[config.mk]
export PLATFORM = sky130hd
export DESIGN_NAME = fact_engine
export DESIGN_NICKNAME = d
export VERILOG_FILES = /design/src/rtl/fact_engine.sv
export SDC_FILE = /design/constraint.sdc
export NUM_CORES = 1
export LEC_CHECK = 0
export CAP_MARGIN = 25
export CORE_MARGIN = 3
export CORE_UTILIZATION = 45
export DETAILED_ROUTE_END_ITERATION = 16
export GPL_TIMING_DRIVEN = 0
export PLACE_DENSITY = 0.63
export SLEW_MARGIN = 20
export SYNTH_ARGS = -nofsm -noshare
export SYNTH_HDL_FRONTEND = slang
export SYNTH_SLANG_ARGS = --single-unit
[constraint.sdc]
create_clock -name CLK -period 3.5 [get_ports CLK]
set_clock_uncertainty 0.05 [all_clocks]
set_input_delay 0.525 -clock CLK [delete_from_list [all_inputs] [get_ports CLK]]
set_output_delay 0.525 -clock CLK [all_outputs]
set_load 0.01 [all_outputs]
[src/rtl/fact_engine.sv]
// fact_engine: iterative N! unit with GO/DONE handshake, one multiply per cycle, overflow flag for N > MAX_N
module fact_engine #(
  parameter int N_WIDTH = 4,
  parameter int P_WIDTH = 32,
  parameter int MAX_N   = 12
) (
  input  logic               CLK,
  input  logic               RST,
  input  logic               GO,
  input  logic [N_WIDTH-1:0] N,
  output logic               BUSY,
  output logic               DONE,
  output logic               ERR,
  output logic [P_WIDTH-1:0] PRODUCT
);
  typedef enum logic [1:0] {S_IDLE, S_MULT, S_DONE} state_t;
  localparam logic [N_WIDTH-1:0] MAXN = N_WIDTH'(MAX_N);
  localparam logic [N_WIDTH-1:0] ONE = N_WIDTH'(1);
  state_t state, state_d;
  logic [N_WIDTH-1:0] cnt, cnt_d;
  logic [P_WIDTH-1:0] acc, acc_d, prod_d;
  logic err, err_d;
  always_ff @(posedge CLK or negedge RST) begin
    if (!RST) begin
      state   <= S_IDLE;
      cnt     <= '0;
      acc     <= '0;
      PRODUCT <= '0;
      err     <= 1'b0;
    end else begin
      state   <= state_d;
      cnt     <= cnt_d;
      acc     <= acc_d;
      PRODUCT <= prod_d;
      err     <= err_d;
    end
  end
  // GO is only honoured outside MULT; a capture from DONE behaves exactly like one from IDLE
  always_comb begin
    state_d = state;
    cnt_d   = cnt;
    acc_d   = acc;
    prod_d  = PRODUCT;
    err_d   = err;
    if (state == S_MULT) begin
      if (cnt > ONE) begin
        acc_d = acc * P_WIDTH'(cnt);
        cnt_d = cnt - ONE;
      end else begin
        prod_d  = acc;
        err_d   = 1'b0;
        state_d = S_DONE;
      end
    end else if (GO) begin
      cnt_d   = N;
      acc_d   = P_WIDTH'(1);
      state_d = (N > MAXN) ? S_DONE : S_MULT;
      err_d   = (N > MAXN) ? 1'b1 : err;
      prod_d  = (N > MAXN) ? '0 : PRODUCT;
    end
  end
  assign BUSY = (state == S_MULT);
  assign DONE = (state == S_DONE);
  assign ERR  = DONE & err;
endmodule

## Word level (Yosys, flattened, before mapping)

Index checks and enable logic that the tools add are counted.

| storage, ports and cells | value |
|---|---|
| logic and storage cells | 37 |
| output and inout bits | 35 |
| input bits | 7 |
| flip-flop bits (word level) | 71 |

| operators by class | value |
|---|---|
| $mul | 1 |
| add/subtract/negate cells | 1 |
| magnitude comparators | 2 |
| bitwise operators | 1 |
| eq/ne operators | 4 |
| multiplexer cells | 18 |
| reduce and logical (&&, ||, !) cells | 5 |

Operator list:

| operator | number |
|---|---|
| $mux W32 | 7 |
| $mul A32 B4 Y32 | 1 |
| $mux W4 | 3 |
| $mux W2 | 4 |
| $gt A4 B1 Y1 const B | 1 |
| $gt A4 B4 Y1 const B | 1 |
| $mux W1 | 4 |
| $reduce_and A2 Y1 | 2 |
| $reduce_bool A2 Y1 | 2 |
| $sub A4 B1 Y4 const B | 1 |
| $reduce_and A3 Y1 | 1 |
| $eq A2 B1 Y1 const B | 1 |
| $eq A2 B2 Y1 const B | 1 |
| $ne A2 B1 Y1 const B | 1 |
| $ne A2 B2 Y1 const B | 1 |
| $and A1 B1 Y1 | 1 |

## Longest topological paths before layout

Gate-level depths: netlist (run 1).

| logic depth | value |
|---|---|
| depth in word-level cells | 4 |
| depth in mapped cells | 14 |

## Least setup slack after synthesis (run 1)

No wires, ideal clock.

| timing | value |
|---|---|
| path kind | reg2reg |
| start | register cnt[3] |
| end | register acc[30] |
| stages on the path, launching flop included | 14 |
| library setup time | 0.126 ns |
| data required time | 3.324 ns |
| arrival time | 3.613 ns |
| path slack | -0.289 ns |
| buffers on the path | 1 |
| cells stage by stage | dfrtp_1 -> clkbuf_1 -> and2_1 -> fa_1 -> inv_1 -> fa_1 -> inv_1 -> ha_1 -> a21o_1 -> a31oi_1 -> or3_4 -> a211o_1 -> o2111a_1 -> a221o_1 |

| between the ends | value |
|---|---|
| longest elaborated chain between the ends | 3 |
| elaborated cells on any way between the ends | 6 |
| classes of those cells | mul: 1; order compare: 1; eq/ne: 1; mux: 2; reduce/logical: 1 |

Ends and longest elaborated chain:

| item | line | RTL |
|---|---|---|
| from (decl) | 20 | `logic [N_WIDTH-1:0] cnt, cnt_d;` |
| from (signal assigned) | 32 | `cnt <= cnt_d;` |
| $mul A32 B4 Y32 or $gt A4 B1 Y1 (tied branches) | 47, 46 |  |
| $mux W32 or $ne A2 B1 Y1 (tied branches) | n/a |  |
| $mux W32 or $reduce_and A2 Y1 (tied branches) | n/a |  |
| to (signal assigned) | 27 | `acc <= '0;` |
| to (signal assigned) | 33 | `acc <= acc_d;` |
| to (decl) | 21 | `logic [P_WIDTH-1:0] acc, acc_d, prod_d;` |

Several ways; a longest one is shown, not always the timed one. The select of a mux whose other input is x is not followed.
A chain may end at the register's enable or synchronous reset.

## Worst setup path in the final report (run 1)

| timing | value |
|---|---|
| start | register cnt[3] |
| end | register acc[31] |

Same word-level chain as after synthesis.

==> results of run 1 <==
worst max-delay path, cell delays in order (launching register included):
cell	delay, ps
sky130_fd_sc_hd__dfrtp_2	490
sky130_fd_sc_hd__buf_8	170
sky130_fd_sc_hd__and2_1	160
sky130_fd_sc_hd__fa_1	540
sky130_fd_sc_hd__inv_1	60
sky130_fd_sc_hd__fa_1	530
sky130_fd_sc_hd__inv_1	40
sky130_fd_sc_hd__ha_1	280
sky130_fd_sc_hd__buf_6	130
sky130_fd_sc_hd__nand2_1	90
sky130_fd_sc_hd__o211ai_1	300
sky130_fd_sc_hd__a21oi_4	80
sky130_fd_sc_hd__o31a_1	420
sky130_fd_sc_hd__a21o_1	220
sky130_fd_sc_hd__a221o_1	290
layout make-up:
class / count / area, um^2 / area share
multi-input combinational: 604 / 5070 / 0.5544
sequential: 71 / 1780 / 0.1947
timing repair buffer: 105 / 999.7 / 0.1093
inverter: 124 / 467.9 / 0.05117
buffer: 36 / 251.5 / 0.02750
tap: 184 / 230.2 / 0.02517
clock buffer: 9 / 225.2 / 0.02463
clock inverter: 7 / 120.1 / 0.01313
worst max-delay path by stage:
stage            from  endpoint  depth (start not counted)
2_1_floorplan  cnt[3]   acc[30]                         13
6_report       cnt[3]   acc[31]                         14
3_5_place_dp   cnt[3]   acc[29]                         14
3_3_place_gp   cnt[3]   acc[29]                         14
5_1_grt        cnt[3]   acc[31]                         14
4_1_cts        cnt[2]   acc[31]                         14
power by group through the flow:
stage	Combinational [uW]	Sequential, uW	Clock (uW)
floorplan	2860	1390	0
global placement	4050	1430	0
detailed placement	4160	1440	0
CTS	4990	1450	1120
global route	5810	1510	1150
finish	5320	1470	1110
cells in the final DEF (no fill, tap or decap), drive strengths merged, types with 36 or more instances in the layout:
master	instances
nand3	41
nand2	151
o21ai	40
buf	76
inv	125
fa	57
dfrtp	71
clkdlybuf4s50	40
a21oi	36
and2	90
what timing repair did:
item | CTS | global route
hold endpoints to repair | 0 | 0
setup buffers | 41 | 20
gates resized for setup | 137 | 51
gates cloned | 2 | 1
pin swaps | 69 | 49
endpoints found under the setup margin | 22 | 22
metal layers:
metal  routed length [um]  vias up
li1                     -     2956
met2                10010      241
met4                  481        0
met1                 9434     3262
met3                 1384       42
met5                    0        -
kinds of logic (layout without fill, tap and decap cells):
logic type               count (synthesis)  count (layout)
multiplexers                             2               2
adder cells (fa/ha/maj)                 91              91
AO/OA/AOI/OAI                          153             153
XOR/XNOR                                21              21
flip-flops                              71              71
buffers and inverters                  167             281
AND/OR/NAND/NOR                        337             337
registers in the layout (all words and copies together) (netlist names):
register / count
PRODUCT: 32
acc: 32
cnt: 4
err: 1
state: 2
through the flow:
| step | instances | TNS [ps] |
|---|---|---|
| 2_1_floorplan | 842 | -1250 |
| 3_3_place_gp | 1067 | -63850 |
| 3_5_place_dp | 1068 | -10470 |
| 4_1_cts | 1122 | -4569 |
| 5_1_grt | 1140 | -7984 |
| 6_report | 1140 | -6356 |
==> results by group, run 1 <==
Clock network
  – Clock latency at the later pin of the worst-skew pair: 350 ps
  – Clock-pin slew reported for the worst setup and hold paths after clock tree synthesis: 60 ps
  – Hold buffer count at CTS: 0
  – Maximum number of buffers from clock root to sink: 2
  – CTS tree: done
  – Number of sinks driven by the clock tree: 71
  – CTS HTree Levels: 3
  – Clock root buffer master: sky130_fd_sc_hd__clkbuf_16
  – Number of CTS-inserted buffers: 9

Setup path
  – Category of the critical setup timing path: reg -> reg
  – Required arrival time at the worst endpoint: 3680 ps
  – Data arrival time of the critical path: 4170 ps
  – Reg2Reg Capture Point: acc[31]
  – Origin of the critical flop-to-flop path: cnt[3]
  – CP startpoint kind: flip-flop
  – Reg2Reg Setup Slack: -480 ps
  – Maximum fanout along the worst path: 7
  – Critical Path End Type: flip-flop
  – Number of cells on the worst reg-to-reg path: 14

Detailed routing
  – Remaining design rule violation count: 0
  – Post-detailed-routing wire length: 21.31 mm
  – ANT nets after route: 0
  – Count of TritonRoute iterations in the first routing pass: 5
  – Number of vias in the routed layout: 6,501
  – Wire length per cell after detailed routing: 18.70 um
  – First-iteration detailed-routing DRC count: 546
  – Ratio of routed vias to standard cells: 5.703

Placement
  – Final estimated routing congestion in global placement: 0.9476
  – Area after DPL: 7647 um^2
  – Half-perimeter wire length after detailed placement: 14.51 mm
  – Quantity of I/O buffers inserted on ports: 41
  – Pre-CTS setup slack: -820.9 ps

STA
  – Max Clock Freq: 251.0 MHz
  – Final Hold Slack: 70.86 ps
  – Number of failing setup endpoints in the final timing report: 21
  – Post-layout minimum cycle time: 3984 ps
  – Max Transition Viols Final: 0
  – Tcrit/Tclk final: 1.138
  – Actual transition at the worst max-transition pin: 657.2 ps
  – Rel. slew slack: 0.5619
  – Setup slack after layout: -483.7 ps
  – Hold violation total from the final report: 0
  – RSZ-0062 raised after global routing: yes

Power and ir drop
  – P_leak: 0.004310 uW
  – Fraction of power consumed by combinational cells: 0.673
  – Portion of total power attributed to the clock network: 0.141
  – Proportion of total power due to net switching: 0.4796
  – Pwr Density: 864.2 nW/um^2
  – Sequential group share of total power: 0.186
  – Internal power consumption: 4113 uW
  – Worst-case vdd ir drop: 0.0003485 V
  – Total Power: 7903 uW
  – Psw: 3790 uW

Yosys
  – Leading cell type by number of instances after synthesis: sky130_fd_sc_hd__nand2_1
  – Commonest cells in the netlist: 150 x sky130_fd_sc_hd__nand2_1, 123 x sky130_fd_sc_hd__inv_1, 90 x sky130_fd_sc_hd__and2_1
  – Synthesized-area fraction occupied by and/or/nand/nor cells: 0.2411
  – Synth Area in XOR/XNOR: 0.02681
  – Flip-flop and latch count after synthesis: 71
  – Primary FF master, synth: sky130_fd_sc_hd__dfrtp_1
  – Summed instance area of the synthesized netlist: 6862 um^2
  – Post-Synthesis Net Count: 940
  – Number of synthesized flops with an enable pin: 0
  – Top cell type's share of synthesized area: 0.2589
  – Warnings from Yosys: 0
  – Synth async-reset ratio: 1.000
  – Ranking of synthesized cells by area: sky130_fd_sc_hd__dfrtp_1 26%, sky130_fd_sc_hd__fa_1 17%, sky130_fd_sc_hd__and2_1 8.2%, sky130_fd_sc_hd__nand2_1 8.2%, sky130_fd_sc_hd__inv_1 6.7%
  – Combinational family with the most area after synthesis: simple AND/OR/NAND/NOR gates
  – Mean cell area of the mapped netlist: 8.149 um^2
  – Complex-gate fraction of the synthesized area: 0.1490
  – Cell type with the highest aggregate area in the netlist: sky130_fd_sc_hd__dfrtp_1
  – Cell count after synthesis: 842
  – Multiplexer share of the synthesized area: 0.002918
  – Count of distinct cell types in the synthesized netlist: 61
  – Seq/Total Area, Yosys: 0.2589
  – Post-synthesis adder-cell area fraction: 0.2283

Min path
  – Hold Crit Class: in -> async

Global routing
  – Vias in the first global route: 6,676
  – Wire length of the first global-routing pass: 34.47 mm
  – Antenna violations before repair: 0
  – Global-route congestion overflow total: 0
  – All-Layer GR Usage: 0.2615
  – Met1 GRT Util: 0.3635
  – Largest net degree at the start of global routing: 41
  – Global-route track usage on met2: 0.4192
  – Routing layer with the top usage in global route: met2
  – Met3 usage in global routing: 0.04411

Outcome
  – Failing checks: negative setup slack
  – Outcome: complete, but fails checks

Finish
  – Number of nets in the final layout: 1,049
  – Diode insertion count for antenna repair: 0
  – Layout cells sized above 1: 0.2343
  – Count of fill cells added during filler insertion: 1,211
  – Post-route cell area: 9145 um^2
  – Final core occ: 0.6221
  – Signed area change from the synthesized netlist to the final layout: 33.28%

Die
  – Die area: 16,770 um^2
  – I/O pin total: 42
  – Core area: 14,700 um^2
  – Horizontal die dimension: 129.5 um
  – Die Span Y: 129.5 um
  – Starting density of the core: 0.4668
  – Placement row count: 44

Job
  – Max capacitance violation total: 0
Power figures use the tool's default switching activity.
==> run 2, diff against run 1 <==
--- a/config.mk
+++ b/config.mk
@@ -6,11 +6,13 @@
 export NUM_CORES = 1
 export LEC_CHECK = 0
 export CAP_MARGIN = 25
+export CELL_PAD_IN_SITES_DETAIL_PLACEMENT = 0
+export CELL_PAD_IN_SITES_GLOBAL_PLACEMENT = 2
 export CORE_MARGIN = 3
-export CORE_UTILIZATION = 45
+export CORE_UTILIZATION = 34
 export DETAILED_ROUTE_END_ITERATION = 16
 export GPL_TIMING_DRIVEN = 0
-export PLACE_DENSITY = 0.63
+export PLACE_DENSITY = 0.76
 export SLEW_MARGIN = 20
 export SYNTH_ARGS = -nofsm -noshare
 export SYNTH_HDL_FRONTEND = slang
==> run 2 against run 1 <==
  * The run still ends with negative setup slack left
  * Wire length increased by 2.0%
  * Worst hold slack improved by 13 ps
  * Sequential power about the same
  * Core utilization decreased by 15 points
  * Clock power decreased by 6%
  * Via count decreased by 5.2%
  * Power decreased by 0.77%
  * Global-route usage decreased by 5.7 points
  * Die area increased by 31%
  * Final cell count increased by 7.5%
  * Sequential cell count unchanged
  * Sequential share of layout area decreased by 0.47 points
  * Critical path type unchanged
  * Critical endpoint is now acc[30]
==> results by group, run 2 (synthesis gave the netlist of run 1 again) <==
Detailed routing
  – First-iteration detailed-routing DRC count: 302
  – Met3 routed WL: 845 um
  – Length of routed wiring on met1: 10.36 mm
  – Remaining design rule violation count: 0
  – Wire length per cell after detailed routing: 17.73 um
  – Max layer used: met4
  – Ratio of routed vias to standard cells: 5.026
  – Count of TritonRoute iterations in the first routing pass: 4
  – Routed length on met2: 10.17 mm
  – ANT nets after route: 0
  – Number of vias in the routed layout: 6,162
  – Post-detailed-routing wire length: 21.74 mm

Power and ir drop
  – P_leak: 0.004345 uW
  – Total Power: 7842 uW
  – Worst-case vdd ir drop: 0.0002913 V
  – Pwr Density: 836.8 nW/um^2

Clock network
  – Maximum number of buffers from clock root to sink: 2
  – Number of sinks driven by the clock tree: 71
  – Clock latency at the later pin of the worst-skew pair: 350 ps
  – Number of CTS-inserted buffers: 9
  – Clock-pin slew reported for the worst setup and hold paths after clock tree synthesis: 70 ps
  – CTS HTree Levels: 3
  – Clock root buffer master: sky130_fd_sc_hd__clkbuf_16
  – Hold buffer count at CTS: 0
  – CTS tree: done

STA
  – Max Clock Freq: 251.0 MHz
  – Number of failing setup endpoints in the final timing report: 22
  – Setup slack after layout: -484.2 ps
  – Post-layout minimum cycle time: 3984 ps
  – Rel. slew slack: 0.5457
  – Max Transition Viols Final: 0
  – Actual transition at the worst max-transition pin: 681.4 ps
  – Tcrit/Tclk final: 1.138
  – Hold violation total from the final report: 0
  – RSZ-0062 raised after global routing: yes

Finish
  – Post-route cell area: 9371 um^2
  – Diode insertion count for antenna repair: 0
  – Layout cells sized above 1: 0.2435
  – Commonest non-fill, non-tap cells in the layout: 147 x sky130_fd_sc_hd__nand2_1, 101 x sky130_fd_sc_hd__inv_1, 75 x sky130_fd_sc_hd__and2_1
  – Most common cell after layout, fill and taps aside: sky130_fd_sc_hd__nand2_1
  – Number of nets in the final layout: 1,054
  – Final core occ: 0.4768
  – Count of fill cells added during filler insertion: 1,939
  – Signed area change from the synthesized netlist to the final layout: 36.58%
  – Registers with the most flip-flops: PRODUCT (32), acc (32), cnt (4)

Setup path
  – Cell with the largest stage delay on the worst path: sky130_fd_sc_hd__fa_1
  – Origin of the critical flop-to-flop path: cnt[3]
  – Cell with the most instances on the worst path: sky130_fd_sc_hd__fa_1
  – Critical path's largest stage delay: 530 ps
  – Cell-by-cell trace of the critical path: clkbuf_16, buf_6, and2_4, fa_1, inv_1, fa_1, inv_2, ha_4, and4_4, nand2_2, or3_4, a211o_4, o2111a_1, a221o_1
  – Critical Path End Type: flip-flop
  – Category of the critical setup timing path: reg -> reg
  – Maximum fanout along the worst path: 5
  – Origin of the worst setup path: cnt[3]
  – Required arrival time at the worst endpoint: 3690 ps
  – CP startpoint kind: flip-flop
  – Data arrival time of the critical path: 4170 ps

Die
  – Die area: 21,920 um^2
  – Core area: 19,650 um^2
  – Starting density of the core: 0.3491
  – Die Span Y: 148.1 um
  – Placement row count: 51
  – I/O pin total: 42
  – Horizontal die dimension: 148.1 um

Placement
  – Quantity of I/O buffers inserted on ports: 41
  – Final estimated routing congestion in global placement: 0.8338
  – Half-perimeter wire length after detailed placement: 16.02 mm
  – Area after DPL: 7749 um^2
  – Pre-CTS setup slack: -972.8 ps

Outcome
  – Failing checks: negative setup slack
  – Outcome: complete, but fails checks

Job
  – Max capacitance violation total: 0

Global routing
  – Global-route congestion overflow total: 0
  – Largest net degree at the start of global routing: 41
  – Vias in the first global route: 6,420
  – Wire length of the first global-routing pass: 35.65 mm
  – Antenna violations before repair: 0
  – All-Layer GR Usage: 0.2049

Min path
  – Hold Crit Class: in -> async
run 2: cell count changes in the layout (fill, tap and decap cells not counted), sizes merged:
cell,change
clkinvlp,+1
buf,+10
clkbuf,-4
bufinv,-1
inv,+1
clkinv,-2
run 2: critical path: cells and delay by family, from the launching register on:
family / cells / cell delay [ps]
buffers and inverters: 4 / 400
and+or+nand+nor: 4 / 740
AOI/OAI and AO/OA: 3 / 880
DFF: 1 / 480
adders and majority gates: 3 / 1310
run 2: per-stage QoR:
step	setup TNS, ps	hold slack, ps	std cells
after CTS	-6969	107.7	1213
after global placement	-80570	400.1	1148
after global routing	-8580	113.8	1226
final	-5927	84.28	1226
after detailed placement	-12460	404.2	1149
after floorplan	-1250	179.4	842
run 2: layout make-up:
type	count	area (um^2)	area share
multi-input cells	604	5177	0.5525
flip-flops and latches	71	1780	0.1900
repair buffers	111	1042	0.1112
inverters	124	467.9	0.04993
well taps	265	331.6	0.03538
plain buffers	35	250.2	0.02670
clock buffers	10	229.0	0.02443
clock inverters	6	92.59	0.009880
run 2: worst paths after layout:
check	end	slack, ps	cells past startpoint
max reg2reg	acc[30]	-480	14
max in group asynchronous	cnt[3]	2690	2
min in group CLK	PRODUCT[2]	410	2
min reg2reg	PRODUCT[2]	410	2
min	PRODUCT[7]	80	1
max	acc[30]	-480	14
run 2: routing by layer:
| layer | up-vias | GRT usage |
|---|---|---|
| met5 | - | 0 |
| met4 | 0 | 0.06005 |
| met3 | 18 | 0.02498 |
| met2 | 120 | 0.3231 |
| met1 | 3052 | 0.2974 |
| li1 | 2972 | - |
run 2: where the power goes:
part           internal [uW]  switching, uW  leakage [uW]  total (uW)
registers               1130            326      0.000940        1450
logic                   2320           3030       0.00325        5350
clock network            630            410      0.000150        1040
total                   4080           3770       0.00435        7840
run 2: repair_timing:
action | 4_1_cts | 5_1_grt
endpoints found under the setup margin | 22 | 24
setup buffers | 52 | 17
resized for setup | 125 | 82
pin swaps | 61 | 82
==> run 3, diff against run 2 <==
--- a/config.mk
+++ b/config.mk
@@ -5,7 +5,7 @@
 export SDC_FILE = /design/constraint.sdc
 export NUM_CORES = 1
 export LEC_CHECK = 0
-export CAP_MARGIN = 25
+export CAP_MARGIN = 15
 export CELL_PAD_IN_SITES_DETAIL_PLACEMENT = 0
 export CELL_PAD_IN_SITES_GLOBAL_PLACEMENT = 2
 export CORE_MARGIN = 3
==> results of run 3 <==
Final layout, timing and power as in run 2 (identical DEF).
==> edit (config.mk and constraints of run 3) <==
Reset style: synchronous (`RST`), changed in one clocked block.
--- a/src/rtl/fact_engine.sv
+++ b/src/rtl/fact_engine.sv
@@ -20,7 +20,7 @@
   logic [N_WIDTH-1:0] cnt, cnt_d;
   logic [P_WIDTH-1:0] acc, acc_d, prod_d;
   logic err, err_d;
-  always_ff @(posedge CLK or negedge RST) begin
+  always_ff @(posedge CLK) begin
     if (!RST) begin
       state   <= S_IDLE;
       cnt     <= '0;
Behaviour: differs if RST is asserted again (counterexample within 4 cycles, from zero or initial values and one cycle with RST low); with RST held inactive, the same outputs for 10 cycles.
==> edit against run 3 <==
- the run still ends with setup timing left
- sequential cell count unchanged
- worst setup slack improved by 0.19 ns
- cell area is 7.2% lower
- die area fell by 5.9%
- highest routed layer unchanged
- critical path type unchanged
- synthesized area shrank 6.1%
- first-iteration DRC count is 25% higher
- synthesized cell count shrank 7.1%
- routed wire length is 3.3% lower
- cell count down 9.1%
Power is left out: it rests on default switching activity, and per cell area and clock period it moved more than threefold.
==> edit: results (changes against run 3) <==
| Metric | Value |
|---|---|
| Outcome | `finished, violations left` |
| Failing checks | `setup timing` |
| Biggest regs | `PRODUCT (32), acc (32), cnt (4)` |
| Initial antenna violation count | `0 (unchanged)` |
| Worst slew pin tran | `0.898 ns (+0.217 ns)` |
| Multi-input logic area | `5070 µm² (-2.2%)` |
| Pre-CTS setup slack | `-0.782 ns (+0.190 ns)` |
| Yosys Warn Count | `0 (unchanged)` |
| Clock latency on the worst-skew pair | `0.35 ns (about the same)` |
| I/O Buffers | `41 (unchanged)` |
| Fillcell total | `1740 (-10%)` |
| First-pass GRT wire length | `33300 µm (-6.5%)` |
| Worst reg-to-reg path cell count | `15 (+1)` |
| Number of distinct library cells after synthesis | `65 (+6.6%)` |
| Reg-to-Reg Start | `cnt[2]` |
| Routability cong. | `0.839 (+0.62%)` |
| Clk buf depth | `2 (unchanged)` |
| Post-synth top cells | `inv_1 (120), and2_1 (91), nand2_1 (77), dfxtp_1 (71), fa_1 (57)` |
| Crit-path max FO | `10 (+5)` |
| Layout cells sized above 1 | `24.1% (-0.28 points)` |
| Largest net degree at the start of global routing | `14 (-66%)` |
| Antenna Cells | `0 (unchanged)` |
| H-tree Lvls | `3 (unchanged)` |
| PnR worst setup slack | `-0.290 ns (+0.194 ns)` |
| Root Buffer | `clkbuf_16` |
| Hold Crit Start | `err` |
| All-Layer GR Usage | `20.9% (+0.36 points)` |
| Worst EP arrival | `3.98 ns (-0.19 ns)` |
| Post-Place Cell Area | `7270 µm² (-6.2%)` |
| WL/cell | `18.9 µm (+6.4%)` |
| Max stage delay cell, worst path | `fa_1` |
| Worst hold path class | `reg -> reg` |
| Cell taking the most area after synthesis | `dfxtp_1` |
| Synth top area cells | `dfxtp_1 (22%), fa_1 (18%), and2_1 (8.8%), inv_1 (7.0%), ha_1 (6.6%)` |
| Via count | `5921 (-3.9%)` |
| Final setup viols | `20 (-9.1%)` |
| Crit Reg-Reg Endpoint | `acc[21]` |
| Sequential share of the synthesized area | `22.1% (-3.8 points)` |
| Async SR Flop Fraction | `0% (-100 points)` |
| Hold endpoint | `err` |
| Post-synth EDFFs | `0 (unchanged)` |
| Nets@finish | `978 (-7.2%)` |
| Min-Delay Path Depth | `2` |
| CTS clk-pin slew, worst paths | `0.07 ns (about the same)` |
| Initial DRT Pass Iterations | `5 (+1)` |
| 1st-iter DRT viols | `379 (+25%)` |
| Num CTS Buffers | `9 (unchanged)` |
| HPWL after DPL | `15300 µm (-4.5%)` |
| Syn Nets | `880 (-6.4%)` |
| CP max stage delay | `0.55 ns (+0.02 ns)` |
| Fin Setup TNS | `-3.84 ns (+2.09 ns)` |
[edit: cell count changes after synthesis, moves of 12 or more]
cell,delta
a22o_1,+34
clkbuf_1,-12
dfrtp_1,-71
dfxtp_1,+71
nand2_1,-73
nand3_1,-30
nor2_1,+20
[edit: kinds of logic after synthesis]
logic type	count (synthesis)	share of synthesized area, %
simple gates	257	20.6
compound gates	177	19.5
buf+inv	158	9.58
fa+ha+maj	91	24.3
flops	71	22.1
xor+xnor	24	3.26
mux	4	0.622
[edit: worst max path at each step]
| stage | startpoint | endpoint | slack, ns | depth (start not counted) |
|---|---|---|---|---|
| final | cnt[2] | acc[21] | -0.29 | 15 |
| after global routing | cnt[2] | acc[21] | -0.42 | 15 |
| after CTS | cnt[2] | acc[28] | -0.38 | 17 |
| after detailed placement | cnt[3] | acc[28] | -0.78 | 14 |
| after global placement | cnt[3] | acc[28] | -0.75 | 14 |
| after floorplan | cnt[2] | acc[28] | -0.04 | 16 |
[edit: final cells by class]
cell class | count | share of cell area (%)
Buffer | 31 | 3.29
Inverter | 121 | 5.22
Clock buffer | 10 | 2.75
Tap cell | 229 | 3.29
Clock inverter | 6 | 1.06
Sequential cell | 71 | 16.4
Timing Repair Buffer | 93 | 9.68
Multi-Input combinational cell | 553 | 58.3
[edit: metrics by stage]
stage	hold slack (ns)	std cells
5_1_grt	0.420	1114
3_5_place_dp	0.397	1052
6_report	0.403	1114
3_3_place_gp	0.393	1052
4_1_cts	0.405	1098
2_1_floorplan	0.382	782
[edit: critical path, delay by kind of cell (launching register included)]
family	cells	cell delay, ns
buffers and inverters	4	0.36
flip-flops	1	0.32
AND/OR/NAND/NOR	2	0.22
adder cells (fa/ha/maj)	3	1.31
AO/OA/AOI/OAI	6	1.40
[edit: what timing repair did]
action,in CTS,in global routing
pin swaps,42,41
cloned,2,0
resized for setup,91,81
buffers inserted,33,18
endpoints found under the setup margin,25,24
[edit: per-layer routing]
layer | part of all wire (%) | track usage [%] | vias to the layer above
li1 | - | - | 2778
met1 | 50 | 31.2 | 2955
met2 | 44 | 31.7 | 159
met3 | 4.0 | 2.10 | 29
met4 | 2.1 | 6.49 | 0
met5 | 0 | 0 | -
